===== src/rtl/serial_subtractor_pkg.sv =====
// Shared definitions for the bit-serial subtractor: state encodings and default width.
package serial_subtractor_pkg;

   localparam int DEFAULT_WIDTH = 8;

   localparam logic [1:0] ST_IDLE  = 2'd0;
   localparam logic [1:0] ST_SHIFT = 2'd1;
   localparam logic [1:0] ST_DONE  = 2'd2;

   typedef enum logic [1:0] {
      S_IDLE  = ST_IDLE,
      S_SHIFT = ST_SHIFT,
      S_DONE  = ST_DONE
   } state_t;

endpackage


===== src/rtl/serial_subtractor_if.sv =====
// Request/result bundle of the serial subtractor; master issues operands, slave returns the result.
interface serial_subtractor_if #(
   parameter int WIDTH = serial_subtractor_pkg::DEFAULT_WIDTH
);
   logic             start;
   logic [WIDTH-1:0] a_in;
   logic [WIDTH-1:0] b_in;
   logic             busy;
   logic             done;
   logic [WIDTH-1:0] diff;
   logic             borrow;

   modport master (
      output start, a_in, b_in,
      input  busy, done, diff, borrow
   );

   modport slave (
      input  start, a_in, b_in,
      output busy, done, diff, borrow
   );
endinterface


===== src/rtl/serial_subtractor_fs_cell.sv =====
// One-bit combinational full subtractor: x - y - bin.
module fs_cell (
   input  logic x,
   input  logic y,
   input  logic bin,
   output logic d,
   output logic bout
);
   assign d    = x ^ y ^ bin;
   assign bout = (~x & y) | (~(x ^ y) & bin);
endmodule


===== src/rtl/serial_subtractor.sv =====
// Bit-serial unsigned subtractor: diff = a - b, one bit per clock, LSB first.
//
//   state   | meaning
//   --------+----------------------------------------------------------
//   S_IDLE  | waiting for start; previous diff/borrow held on outputs
//   S_SHIFT | one cell evaluation per cycle, WIDTH cycles
//   S_DONE  | result already registered; raises done on the way out
module serial_subtractor
   import serial_subtractor_pkg::*;
#(
   parameter int WIDTH = DEFAULT_WIDTH
) (
   input  logic                clk,
   input  logic                reset_n,
   serial_subtractor_if.slave  bus
);
   localparam int CW = $clog2(WIDTH);
   localparam logic [CW-1:0] CNT_LAST = CW'(WIDTH - 1);

   state_t           state;
   logic [WIDTH-1:0] a_sh;
   logic [WIDTH-1:0] b_sh;
   logic [WIDTH-1:0] d_sh;
   logic             brw;
   logic [CW-1:0]    cnt;
   logic             busy_q;
   logic             done_q;
   logic [WIDTH-1:0] diff_q;
   logic             borrow_q;

   logic             cell_d;
   logic             cell_bout;
   logic [WIDTH-1:0] d_next;

   fs_cell u_cell (
      .x    (a_sh[0]),
      .y    (b_sh[0]),
      .bin  (brw),
      .d    (cell_d),
      .bout (cell_bout)
   );

   assign d_next = {cell_d, d_sh[WIDTH-1:1]};

   always_ff @(posedge clk or negedge reset_n) begin
      if (!reset_n) begin
         state    <= S_IDLE;
         a_sh     <= '0;
         b_sh     <= '0;
         d_sh     <= '0;
         brw      <= 1'b0;
         cnt      <= '0;
         busy_q   <= 1'b0;
         done_q   <= 1'b0;
         diff_q   <= '0;
         borrow_q <= 1'b0;
      end else begin
         done_q <= 1'b0;
         case (state)
            S_IDLE: begin
               if (bus.start) begin
                  a_sh   <= bus.a_in;
                  b_sh   <= bus.b_in;
                  brw    <= 1'b0;
                  cnt    <= '0;
                  busy_q <= 1'b1;
                  state  <= S_SHIFT;
               end
            end
            S_SHIFT: begin
               a_sh <= a_sh >> 1;
               b_sh <= b_sh >> 1;
               d_sh <= d_next;
               brw  <= cell_bout;
               cnt  <= cnt + 1'b1;
               // Final bit: publish the assembled word and the borrow leaving the MSB.
               if (cnt == CNT_LAST) begin
                  diff_q   <= d_next;
                  borrow_q <= cell_bout;
                  state    <= S_DONE;
               end
            end
            S_DONE: begin
               done_q <= 1'b1;
               busy_q <= 1'b0;
               state  <= S_IDLE;
            end
            default: state <= S_IDLE;
         endcase
      end
   end

   assign bus.busy   = busy_q;
   assign bus.done   = done_q;
   assign bus.diff   = diff_q;
   assign bus.borrow = borrow_q;

endmodule

===== src/flat_wrapper.sv =====
// flat-port wrapper written by rule: the top's interface ports become plain ports
module serial_subtractor_flat import serial_subtractor_pkg::*;
#(
   parameter int WIDTH = DEFAULT_WIDTH
)
  (clk, reset_n, bus_start, bus_a_in, bus_b_in, bus_busy, bus_done, bus_diff, bus_borrow);
  serial_subtractor_if #(.WIDTH(WIDTH)) bus_i ();
  input  logic clk;
  input  logic reset_n;
  input wire logic [$bits(bus_i.start)-1:0] bus_start;
  input wire logic [$bits(bus_i.a_in)-1:0] bus_a_in;
  input wire logic [$bits(bus_i.b_in)-1:0] bus_b_in;
  output wire logic [$bits(bus_i.busy)-1:0] bus_busy;
  output wire logic [$bits(bus_i.done)-1:0] bus_done;
  output wire logic [$bits(bus_i.diff)-1:0] bus_diff;
  output wire logic [$bits(bus_i.borrow)-1:0] bus_borrow;
  assign bus_i.start = bus_start;
  assign bus_i.a_in = bus_a_in;
  assign bus_i.b_in = bus_b_in;
  assign bus_busy = bus_i.busy;
  assign bus_done = bus_i.done;
  assign bus_diff = bus_i.diff;
  assign bus_borrow = bus_i.borrow;
  serial_subtractor #(.WIDTH(WIDTH)) u_core (.clk(clk), .reset_n(reset_n), .bus(bus_i));
endmodule

===== config.mk =====
export PLATFORM = sky130hd
export DESIGN_NAME = serial_subtractor_flat
export DESIGN_NICKNAME = d
export VERILOG_FILES = /design/src/rtl/serial_subtractor_pkg.sv /design/src/rtl/serial_subtractor_if.sv /design/src/rtl/serial_subtractor_fs_cell.sv /design/src/rtl/serial_subtractor.sv /design/src/flat_wrapper.sv
export SDC_FILE = /design/constraint.sdc
export NUM_CORES = 1
export LEC_CHECK = 0
export ABC_AREA = 1
export CORE_UTILIZATION = 53
export CTS_CLUSTER_SIZE = 8
export DETAILED_ROUTE_END_ITERATION = 8
export GPL_TIMING_DRIVEN = 0
export PLACE_DENSITY = 0.76
export REMOVE_ABC_BUFFERS = 1
export SETUP_SLACK_MARGIN = 0.3
export SYNTH_ARGS = -nofsm -noshare
export SYNTH_HDL_FRONTEND = slang
export SYNTH_SLANG_ARGS = --single-unit

===== constraint.sdc =====
create_clock -name clk -period 1.7 [get_ports clk]
set_clock_uncertainty 0.1 [all_clocks]
set_input_delay 0.255 -clock clk [delete_from_list [all_inputs] [get_ports clk]]
set_output_delay 0.255 -clock clk [all_outputs]
set_load 0.005 [all_outputs]

Yosys cells after proc, flatten, opt, wreduce, memory -nomap -nowiden
Cells that the tools add are included.
Word-level totals
  register bits after elaboration: 41
  output and inout port bits: 11
  logic and storage cells: 44
Operators by class
  add/sub/neg operators: 1
  eq/ne operators: 5
  multiplexer cells: 14
  bitwise operators: 7
  reductions and logical operators: 7
Operator list (count)
  one-hot mux 8 bit (2 select lines): 2
  2-to-1 mux 8 bit: 2
  AND reduction 2 bit: 4
  one-hot mux 3 bit (2 select lines): 1
  2-to-1 mux 2 bit: 2
  one-hot mux 1 bit (2 select lines): 2
  one-hot mux 2 bit (2 select lines): 1
  nonzero test 2 bit: 2
  adder 3 x 1 -> 3 bit, second input constant: 1
  equality test 3 bit, second input constant: 1
  2-to-1 mux 1 bit: 3
  2-to-1 mux 3 bit: 1
  AND 1 bit: 2
  equality test 2 x 1 -> 1 bit, second input constant: 1
  equality test 2 bit, second input constant: 1
  zero test 2 bit: 1
  inequality test 2 x 1 -> 1 bit, second input constant: 1
  inequality test 2 bit, second input constant: 1
  NOT 1 bit: 2
  bitwise XOR 1 bit: 2
  bitwise OR 1 bit: 1

Longest topological paths before layout
  word-level depth: 5
  mapped depth: 7
  mapped depth without buffers: 6

Modules after synthesis
A second synthesis with hierarchy kept.
Unflattened totals
  cell total of the unflattened synthesis: 210
  area total of the unflattened synthesis: 1838.0 µm²
Modules (own cells, without submodules)
  serial_subtractor: instances 1, cells each 206, area each 1806.7 µm², seq. area each 1001.0 µm²
  fs_cell: instances 1, cells each 4, area each 31.3 µm², seq. area each 0.0 µm²

Least setup slack after synthesis
Ideal clock, no wire load.
  path kind: register -> register
  from: register u_core.cnt[0]
  to: register u_core.diff_q[6] (netlist: u_core.bus.diff[6])
  library setup time: 0.074 ns
  arrival time: 1.163 ns
  required time: 1.526 ns
  setup slack: 0.363 ns
  stages on the path, launching flop included: 7
  cells stage by stage: dfrtp_1 ha_1 ha_1 nand2_4 buf_6 nand2_1 o21ai_2
Between the ends
  word-level cells in the longest chain between the ends: 2
Ends and longest elaborated chain
  start, declared: RTL line serial_subtractor.sv:25  | logic [CW-1:0] cnt;
  start signal, assigned: RTL line serial_subtractor.sv:75  | cnt <= cnt + 1'b1;
  equality test 3 bit: RTL line serial_subtractor.sv:77  | if (cnt == CNT_LAST) begin
  AND reduction 2 bit (no source line)
  end signal, assigned: RTL line serial_subtractor.sv:78  | diff_q <= d_next;
  end, declared: RTL line serial_subtractor.sv:28  | logic [WIDTH-1:0] diff_q;
No other way between the ends.
A chain may end at the register's enable or synchronous reset.

Final worst setup path
  from: register u_core.state[1]
  to: register u_core.b_sh[1]
Between the ends
  word-level cells in the longest chain between the ends: 3
Ends and longest elaborated chain
  start, declared: RTL line serial_subtractor.sv:20  | state_t state;
  start signal, assigned: RTL line serial_subtractor.sv:47  | state <= S_IDLE;
  start signal, assigned: RTL line serial_subtractor.sv:67  | state <= S_SHIFT;
  start signal, assigned: RTL line serial_subtractor.sv:80  | state <= S_DONE;
  equality test 2 x 1 -> 1 bit / zero test 2 bit (equally long branches): RTL line serial_subtractor.sv:59  | case (state)
  nonzero test 2 bit (no source line) / inequality test 2 bit (equally long branches)
  AND reduction 2 bit (no source line)
  end signal, assigned: RTL line serial_subtractor.sv:63  | b_sh <= bus.b_in;
  end signal, assigned: RTL line serial_subtractor.sv:72  | b_sh <= b_sh >> 1;
  end, declared: RTL line serial_subtractor.sv:22  | logic [WIDTH-1:0] b_sh;
Several ways; a longest one is shown, not always the timed one.

==> results.md <==
Die:
- The chip width is 63.7 µm.
- The core area is 3660 µm².
- The number of top-level pins is 30.
- The total die area is 4060 µm².
- The floorplan step set the die height to 63.7 µm.
- For this configuration, the core starts out at a cell density of 55.2%.
- The floorplan row count is 22.

Global route:
- The met3 routing resource usage after global routing is 3.44%.
- The total overflow left after global routing is 0.
- The first global-routing pass estimated 6310 µm of wire.
- Entering global routing, the biggest net connects 41 pins.
- The met1 track demand over resource in global routing is 26.2%.
- The number of global-route vias before repair came to 1468.
- The global-route total usage across every layer is 20.2%.
- The number of antenna violations at the first check in global routing is 0.
- The global routing met2 resource utilization is 33.0%.
- The global routing's busiest layer is met2.

Synth:
- After synthesis, the netlist uses 21 different library cells.
- Among all flip-flop cells after synthesis, the most frequent one is sky130_fd_sc_hd__dfrtp_1.
- The total number of yosys warnings is 0.
- The post-synthesis cell area is 2020 µm².
- The number of synthesized flops with an enable pin is 0.
- For this run, the register share of the synthesized area comes to 49.6%.
- The average instance in the mapped netlist occupies 9.10 µm².
- The cell with the most instances after synthesis is sky130_fd_sc_hd__nand2_1.
- After synthesis, the share of flip-flops with an asynchronous set or reset is 100%.
- After synthesis, the most frequently instantiated cells are sky130_fd_sc_hd__nand2_1, sky130_fd_sc_hd__nand3_1, sky130_fd_sc_hd__dfrtp_1.
- Summed over all instances, the cell type with the most area after synthesis is sky130_fd_sc_hd__dfrtp_1.
- After synthesis the netlist holds a flip-flop and latch count of 40.
- After synthesis, the cell types taking the most area are sky130_fd_sc_hd__dfrtp_1, sky130_fd_sc_hd__nand3_1, sky130_fd_sc_hd__nand2_1, sky130_fd_sc_hd__o21ai_2, sky130_fd_sc_hd__inv_1.
- In this run the biggest area consumer among cell types represents 49.6% of the synthesized area.
- The cell count after synthesis came out at 222.

Drt:
- In this run the remaining antenna-violating nets after routing total 0.
- Detailed routing inserted a total of 1507 vias.
- Wires add up to 3730 µm.
- The violation count after the first detailed-route iteration is 72.
- The detailed-routing iteration count for the pre-antenna-repair pass is 4.
- The ratio of routed vias to standard cells is 4.85.
- In the final routed layout, each cell accounts on average for 12.0 µm.
- The number of remaining DRC errors is 0.

Place:
- Summed over all nets, the half-perimeter wirelength after detailed placement is 2100 µm.
- Port buffering added 29 buffers.
- Routability-driven placement finished with a final weighted congestion of 0.756.
- Prior to clock tree synthesis, the placed netlist has a worst setup slack of -99.1 ps.

Power and ir drop:
- The leakage power figure is 1.29 nW.
- The design draws 4.27 mW.
- In this run the power density over the cells is 1730 nW/µm².
- IR analysis of the VDD net gives a maximum drop of 0.000886 V.

Finish:
- Once layout is complete, the utilization of the core stands at 67.4%.
- The area added between synthesis and finish is 22.2%.
- The number of antenna repair diodes is 0.
- The final net count is 284.
- The share of post-route cells with drive strength above 1 is 20.2%.

Worst setup path:
- The worst setup path is captured at a register.
- The critical path startpoint category is a register.
- At the worst endpoint, the arrival time is 1430 ps.
- For the worst setup path, the data required time is 1780 ps.
- Walking the worst path, the cells encountered are clkinv_4, nand2_8, nand2_8, nand3_1, nand2_1.
- The most numerous cell type found on the critical path is sky130_fd_sc_hd__nand2_8.
- In this design, the stage delay of the slowest critical-path cell is 450 ps.
- The maximum fanout along the worst path is 24.
- The worst-path cell with the longest stage delay is sky130_fd_sc_hd__dfrtp_1.
- The critical setup path kind is register to register.

Clock tree:
- The clock latency on the worst-skew pair is 290 ps.
- The clock sink count is 40.
- After clock tree synthesis, the clock-pin slew on the worst setup and hold paths is 70 ps.
- The number of buffers inserted by hold repair at cts is 0.
- The H-tree level count is 2.
- In this run the clock root is driven by a sky130_fd_sc_hd__clkbuf_8.
- TritonCTS created 5 clock buffers.
- TritonCTS built the clock tree.
- The deepest clock path buffer count is 2.

Timing:
- The relative slew slack is 42.6%.
- The final setup slack of the worst path is 346 ps.
- Setup total negative slack on the finished layout was measured at 0 ps.
- On the final layout, the worst hold slack is -30.6 ps.
- The fraction of the cycle the final worst path needs is 79.7%.
- The count of endpoints failing hold in the final timing report came to 40.
- The final setup violation count is 0.
- The final max-slew violation count is 0.
- Setup repair after global routing could not meet its margin everywhere.
- The slew at the pin with the worst max-slew slack is 861 ps.
- The maximum clock rate is 0.738 GHz.
- The worst path needs 1350 ps of the cycle, external delays included.

Outcome:
- The flow ran to the end, but the final reports show violations.
- The checks that failed: negative hold slack.

Run:
- Across the run, the number of max-cap violations was 0.

Worst hold path:
- The class of the most critical hold timing path is primary input to asynchronous set/reset pin.
-- logic make-up (layout without fill, tap and decap cells) --
| group | Yosys count | after routing | synth area share, % |
|---|---|---|---|
| adder cells (fa/ha/maj) | 3 | 3 | 2.23 |
| flip-flops | 40 | 40 | 49.6 |
| buffers and inverters | 52 | 92 | 14.0 |
| AO/OA/AOI/OAI | 21 | 21 | 8.36 |
| AND/OR/NAND/NOR | 106 | 107 | 25.8 |
-- timing repair --
| action | CTS | global route |
|---|---|---|
| gates resized for setup | 15 | 3 |
| gates cloned | 1 | 0 |
| endpoints found under the hold margin | 0 | 0 |
| endpoints found under the setup margin | 49 | 19 |
| pin swaps | 2 | 1 |
| setup buffers | 6 | 8 |
-- path summary, 6_finish.rpt --
kind                            cells past startpoint               start  slack [ps]                 end
worst max-delay path                                5     u_core.state[1]         350      u_core.b_sh[1]
worst min-delay path                                1             reset_n         -30      u_core.d_sh[6]
worst max register to register                      5     u_core.state[1]         350      u_core.b_sh[1]
worst min register to register                      2  u_core.bus.diff[4]         380  u_core.bus.diff[4]
max in group asynchronous                           1             reset_n         890     u_core.state[0]
min in group clk                                    2  u_core.bus.diff[4]         380  u_core.bus.diff[4]
-- power breakdown --
group	total, mW	internal (mW)	leakage [nW]	switching, mW
Sequential	1.66	1.40	0.493	0.266
Clock	0.637	0.331	0.0455	0.306
Combinational	1.97	0.844	0.755	1.13
-- area by class of cell --
class | instances | area (µm²)
Clock buffer | 8 | 90.1
Fill cell | 298 | 1190
Inverter | 41 | 159
Multi-Input combinational cell | 131 | 767
Sequential cell | 40 | 1000
Tap cell | 48 | 60.1
Timing Repair Buffer | 43 | 387
-- worst max-delay path, delay by kind of cell (launching register included) --
family	cells	cell delay [ps]
simple gates	4	490
flops	1	450
buf+inv	1	200
-- metrics by stage --
stage	area, µm²	cells
floorplan	1890	211
global placement	2240	288
detailed placement	2240	288
CTS	2400	303
global route	2470	311
finish	2470	311
-- per-layer routing --
layer	routed length, µm	vias to the layer above
li1	-	775
met1	1760	707
met2	1810	17
met3	75	8
met4	76	0
met5	0	-
-- registers in the layout, summed over array words and instances (netlist names) --
name               flops
u_core.a_sh            8
u_core.b_sh            8
u_core.bus.diff        8
u_core.d_sh            7
u_core.cnt             3
u_core.state           2
u_core.brw             1
u_core.bus.borrow      1
u_core.bus.busy        1
u_core.bus.done        1
-- placed cells by master, fill, tap and decap left out, drive strengths merged --
cell | synthesis | layout
a21oi | 1 | 1
buf | 11 | 15
inv | 41 | 40
nand2 | 57 | 58
dlygate4sd2 | 0 | 11
ha | 2 | 2
nor2 | 4 | 4
clkbuf | 0 | 8
clkdlybuf4s50 | 0 | 17
clkinv | 0 | 1
o21ai | 20 | 20
fa | 1 | 1
dfrtp | 40 | 40
nand3 | 45 | 45
(Power assumes the default switching activity.)
